## src/rtl/count_bcd_display.sv

```systemverilog
// Binary (0..127) to 3-digit BCD via a sequential double-dabble engine, driving a
// multiplexed common-anode 7-segment display with leading-zero blanking.
module count_bcd_display #(
    parameter int unsigned REFRESH_DIV = 100000
) (
    input  logic        clk,
    input  logic        rst,
    input  logic [6:0]  value_in,
    input  logic        load,
    output logic        busy,
    output logic        bcd_valid,
    output logic [11:0] bcd,
    output logic [6:0]  seg,
    output logic [2:0]  an
);

    localparam int unsigned CW = (REFRESH_DIV > 1) ? $clog2(REFRESH_DIV) : 1;

    typedef enum logic {IDLE, CONV} state_t;

    state_t        r_state, w_state_next;
    logic [6:0]    r_shift;
    logic [11:0]   r_scratch;
    logic [2:0]    r_iter;
    logic [11:0]   r_bcd;
    logic          r_valid;
    logic [CW-1:0] r_ref_cnt;
    logic [1:0]    r_digit;

    logic [11:0]   w_adj;
    logic [11:0]   w_scratch_sh;
    logic [6:0]    w_shift_sh;
    logic          w_last;
    logic          w_wrap;
    logic [3:0]    w_nib;
    logic          w_blank;

    // Add-3 correction on every nibble >= 5, applied before the shift.
    always_comb begin
        w_adj = r_scratch;
        for (int unsigned i = 0; i < 3; i++) begin
            if (r_scratch[i*4 +: 4] >= 4'd5)
                w_adj[i*4 +: 4] = r_scratch[i*4 +: 4] + 4'd3;
        end
    end

    assign w_scratch_sh = {w_adj[10:0], r_shift[6]};
    assign w_shift_sh   = {r_shift[5:0], 1'b0};
    assign w_last       = (r_iter == 3'd6);

    always_ff @(posedge clk) begin
        if (rst) r_state <= IDLE;
        else     r_state <= w_state_next;
    end

    always_comb begin
        w_state_next = r_state;
        case (r_state)
            IDLE:    if (load) w_state_next = CONV;
            CONV:    if (w_last) w_state_next = IDLE;
            default: w_state_next = IDLE;
        endcase
    end

    always_ff @(posedge clk) begin
        if (rst) begin
            r_shift   <= '0;
            r_scratch <= '0;
            r_iter    <= '0;
            r_bcd     <= '0;
            r_valid   <= 1'b0;
        end else begin
            r_valid <= 1'b0;
            case (r_state)
                IDLE: begin
                    if (load) begin
                        r_shift   <= value_in;
                        r_scratch <= '0;
                        r_iter    <= '0;
                    end
                end
                CONV: begin
                    r_shift   <= w_shift_sh;
                    r_scratch <= w_scratch_sh;
                    r_iter    <= r_iter + 3'd1;
                    if (w_last) begin
                        r_bcd   <= w_scratch_sh;
                        r_valid <= 1'b1;
                    end
                end
                default: ;
            endcase
        end
    end

    assign busy      = (r_state == CONV);
    assign bcd_valid = r_valid;
    assign bcd       = r_bcd;

    // Free-running refresh, independent of the conversion engine.
    assign w_wrap = (r_ref_cnt == CW'(REFRESH_DIV - 1));

    always_ff @(posedge clk) begin
        if (rst) begin
            r_ref_cnt <= '0;
            r_digit   <= 2'd0;
        end else if (w_wrap) begin
            r_ref_cnt <= '0;
            r_digit   <= (r_digit == 2'd2) ? 2'd0 : r_digit + 2'd1;
        end else begin
            r_ref_cnt <= r_ref_cnt + CW'(1);
        end
    end

    always_comb begin
        w_nib   = r_bcd[3:0];
        w_blank = 1'b0;
        an      = 3'b110;
        case (r_digit)
            2'd1: begin
                w_nib   = r_bcd[7:4];
                w_blank = (r_bcd[11:8] == 4'd0) && (r_bcd[7:4] == 4'd0);
                an      = 3'b101;
            end
            2'd2: begin
                w_nib   = r_bcd[11:8];
                w_blank = (r_bcd[11:8] == 4'd0);
                an      = 3'b011;
            end
            default: ;
        endcase
    end

    always_comb begin
        seg = 7'b1111111;
        if (!w_blank) begin
            case (w_nib)
                4'd0:    seg = 7'b1000000;
                4'd1:    seg = 7'b1111001;
                4'd2:    seg = 7'b0100100;
                4'd3:    seg = 7'b0110000;
                4'd4:    seg = 7'b0011001;
                4'd5:    seg = 7'b0010010;
                4'd6:    seg = 7'b0000010;
                4'd7:    seg = 7'b1111000;
                4'd8:    seg = 7'b0000000;
                4'd9:    seg = 7'b0010000;
                default: seg = 7'b1111111;
            endcase
        end
    end

endmodule

```

## config.mk

```make
export PLATFORM = sky130hd
export DESIGN_NAME = count_bcd_display
export DESIGN_NICKNAME = d
export VERILOG_FILES = /design/src/rtl/count_bcd_display.sv
export SDC_FILE = /design/constraint.sdc
export NUM_CORES = 1
export LEC_CHECK = 0
export BUFFER_PORTS_ARGS = -buffer_cell sky130_fd_sc_hd__buf_4
export CORE_ASPECT_RATIO = 0.9
export CORE_UTILIZATION = 36
export CTS_CLUSTER_SIZE = 20
export DETAILED_ROUTE_END_ITERATION = 8
export GPL_ROUTABILITY_DRIVEN = 0
export GPL_TIMING_DRIVEN = 0
export SETUP_SLACK_MARGIN = 0.3
export SLEW_MARGIN = 20
export SYNTH_ARGS = -nofsm -noshare
export SYNTH_HDL_FRONTEND = slang
export SYNTH_SLANG_ARGS = --single-unit
```

## constraint.sdc

```tcl
create_clock -name clk -period 6.26 [get_ports clk]
set_clock_uncertainty 0.05 [all_clocks]
set_input_delay 0.626 -clock clk [delete_from_list [all_inputs] [get_ports clk]]
set_output_delay 0.626 -clock clk [all_outputs]
set_load 0.01 [all_outputs]
```

==> flow_summary.yaml <==
setup_path:
  timing.critical_path.max_delay_family: "buffers and inverters"
  crit_arrival_ns: 2.49
  critical_path_depth: 9
  path_class: "flop to primary output"
  timing.rr.start: "r_ref_cnt[0]"
  crit_end: "seg[5]"
  timing.critical_path.cells: "inv_1 > ha_1 > buf_4 > mux2i_1 > inv_1 > ha_1 > nor3_1 > o21ai_0 > buf_4"
  cp.required_ns: 5.58
  critPathCaptureType: "primary output"
  crit-reg2reg-capture: "r_ref_cnt[8]"
  critical_path_buf_inv_count: 4
  r2r.worst_path.cells: 7
  critical_path.slowest_cell: "sky130_fd_sc_hd__mux2i_1"
  setup_slack_reg_to_reg_ns: 4.52
  critPathMaxStageDelay_ns: 0.42
  worstSetupStartpointType: "flop"
  timing.critical_path.from: "r_digit[0]"
  timing.critical_path.fanout_max: 9
logic_synthesis:
  post_synth_xor_area_fraction_pct: 5.93
  synth_top_area_share_pct: 39.3
  synth.net_count: 352
  synth-simple-area-share_pct: 23.9
  synth.lib_cells_used.distinct: 44
  synth_flop_cell: "sky130_fd_sc_hd__dfxtp_1"
  most_area_consuming_cells_after_synthesis: "sky130_fd_sc_hd__dfxtp_1 (39%), sky130_fd_sc_hd__ha_1 (7.1%), sky130_fd_sc_hd__nor2_1 (6.3%)"
  synth_cells: 326
  adder_cell_share_of_the_synthesized_area_pct: 7.14
  synth.yosys.seq_area_share_pct: 39.3
  synth.ff_latch_count: 55
  synth_area_um2: 2800
  synth_warnings: 0
  synth.avg_cell_area_um2: 8.60
  post_synth_mux_area_share_pct: 5.00
  synth_top_family_by_area: "simple AND/OR/NAND/NOR gates"
  cell_type_contributing_the_most_total_cell_area_after_synthesis: "sky130_fd_sc_hd__dfxtp_1"
  share_of_the_synthesized_area_in_compound_gates_ao_oa_aoi_oai_pct: 13.9
  fraction_of_synthesis_flops_using_an_asynchronous_set_or_reset_pin_pct: 0
  synth_enable_flop_cells: 0
placement:
  place.port_buffers: 32
  detailedPlace.worstSlack_ns: 3.45
  placed_cell_area_um2: 3160
  placedCellCount: 454
  post-dp-hpwl_um: 4430
floorplan:
  start_util_pct: 37.2
  ioPinCount: 34
  placeableCoreArea_um2: 7540
  floorplan.die.width_um: 95.0
  rows: 30
  die-height_um: 85.7
  die_area_um2: 8150
detailed_routing:
  detail_route.wirelength.met1_um: 3150
  routed_wirelength_um: 5910
  drc: 1
  highest_signal_layer: "met4"
  num_vias: 2313
  drtPass1Iterations: 6
  drt.antenna.violating_nets: 0
  detailedRoute.firstIterationViolations: 68
  average_detailed_routed_wire_length_per_instance_um: 12.8
  routed-wl-met3_um: 223
  met2WireLength_um: 2480
  via_per_inst: 5.01
status:
  failing_checks: "design-rule violations"
  status: "complete, but fails checks"
sta:
  slew_violations: 0
  slew-limit-headroom_pct: 66.0
  tns_ns: 0
  timing_hold_violations_final: 0
  fraction_of_the_cycle_the_final_worst_path_needs_pct: 50.6
  finalHoldWorstSlack_ns: 0.410
  rsz0062_at_grt: "no"
  timing.fmax_mhz: 316
  finalWorstSetupSlack_ns: 3.09
  worst_pin_slew_ns: 0.509
  finalCriticalPeriod_ns: 3.17
  finalSetupViolCount: 0
clock_tree:
  clkLatencyLatePin_ns: 0.31
  cts.sinks: 55
  clock_tree_from_tritoncts: "yes"
  cts.htree.levels: 2
  cell_at_the_root_of_the_clock_tree: "sky130_fd_sc_hd__clkbuf_8"
  cts_buffers: 5
  cts_repair_resize_count: 0
  post_cts_setup_bufs: 0
  hold_buffers: 0
  clk_pin_slew_worst_paths_ns: 0.11
  cts-root-to-sink-buffers: 2
global_routing:
  grt_antenna_before_repair: 0
  grt.total_usage_pct: 15.3
  grt_first_pass_wirelength_um: 9800
  globalRouteOverflowTotal: 0
  grt_start_max_net_pins: 19
  grt_pass1_vias: 2065
flow_run:
  maxCapViolations: 0
power_and_ir_drop:
  leakage_power_nw: 1.34
  power.density_cell_area_nw_per_um2: 184
  totalPowerFinal_mw: 0.600
  max-vdd-ir-drop_uv: 124
finish:
  design.final.nets: 391
  area_delta_synth_final_pct: 16.2
  layout.cell_area.non_filler_um2: 3260
  antenna_cells: 0
  stdcell_count: 462
  final_core_utilization_pct: 43.2
  final_layout_size_suffix_gt1_share_pct: 17.2
worst_hold_path:
  type_of_the_most_critical_hold_path: "flop to flop"
Yosys cell counts (all sizes together), types with 2 or more instances:
cell type and number:
nand3 13, ha 16, nor4 3, or3 2, a21o 2, nor2 50, clkbuf 4, a22o 8
nand2 19, nand2b 6, a22oi 3, dfxtp 55, buf 9, nor2b 2, xor2 12, inv 17
a21oi 32, nor3 10, xnor2 7, nor3b 12, nand4 5, mux2i 14, o21ai 15
registers in the layout, indices dropped and copies added, names as in the netlist:
| register | flops |
|---|---|
| bcd | 12 |
| bcd_valid | 1 |
| busy | 1 |
| r_digit | 2 |
| r_iter | 3 |
| r_ref_cnt | 17 |
| r_scratch | 12 |
| r_shift | 7 |
cell families (layout without fill, tap and decap cells):
family,Yosys count,after routing
and+or+nand+nor,128,128
AOI/OAI and AO/OA,63,63
DFF,55,55
buffers and inverters,31,71
xor gates and xnor gates,19,19
adders and majority gates,16,16
muxes,14,14
layout make-up:
type / count / area (µm²)
plain buffers: 13 / 68.8
repair buffers: 32 / 240
inverters: 18 / 67.6
fillers: 782 / 4290
well taps: 96 / 120
multi-input cells: 240 / 1570
clock buffers: 5 / 68.8
flip-flops and latches: 55 / 1100
clock inverters: 3 / 23.8
report_power, final:
part           switching, mW  internal, mW
registers            0.00393         0.355
logic                 0.0239        0.0153
clock network          0.121        0.0803
placed cells by master (no fill, tap or decap), types with 12 or more instances in the layout:
master                    synthesis  final
sky130_fd_sc_hd__mux2i_1         14     14
sky130_fd_sc_hd__nor3b_1         12     12
sky130_fd_sc_hd__a21oi_1         30     30
sky130_fd_sc_hd__nand2_1         18     18
sky130_fd_sc_hd__buf_4            1     33
sky130_fd_sc_hd__ha_1            16     16
sky130_fd_sc_hd__nand3_1         12     12
sky130_fd_sc_hd__nor2_1          47     47
sky130_fd_sc_hd__o21ai_0         13     13
sky130_fd_sc_hd__xor2_1          12     12
sky130_fd_sc_hd__inv_1           17     17
sky130_fd_sc_hd__dfxtp_1         55     55
layer usage:
layer  global-route usage [%]  vias up
met5                        0        -
met4                     3.31        0
met3                     2.93        5
met2                     23.3       33
met1                     22.4     1075
li1                         -     1200
worst min-delay path by stage:
stage          slack (ns)    startpoint            to  cells past startpoint
2_1_floorplan        0.37  r_ref_cnt[0]  r_ref_cnt[0]                      1
3_3_place_gp         0.38  r_ref_cnt[0]  r_ref_cnt[0]                      1
3_5_place_dp         0.39  r_ref_cnt[0]  r_ref_cnt[0]                      1
4_1_cts              0.42  r_ref_cnt[0]  r_ref_cnt[0]                      1
5_1_grt              0.45  r_ref_cnt[0]  r_ref_cnt[0]                      1
6_report             0.41  r_ref_cnt[0]  r_ref_cnt[0]                      1
Power figures use the tool's default switching activity.
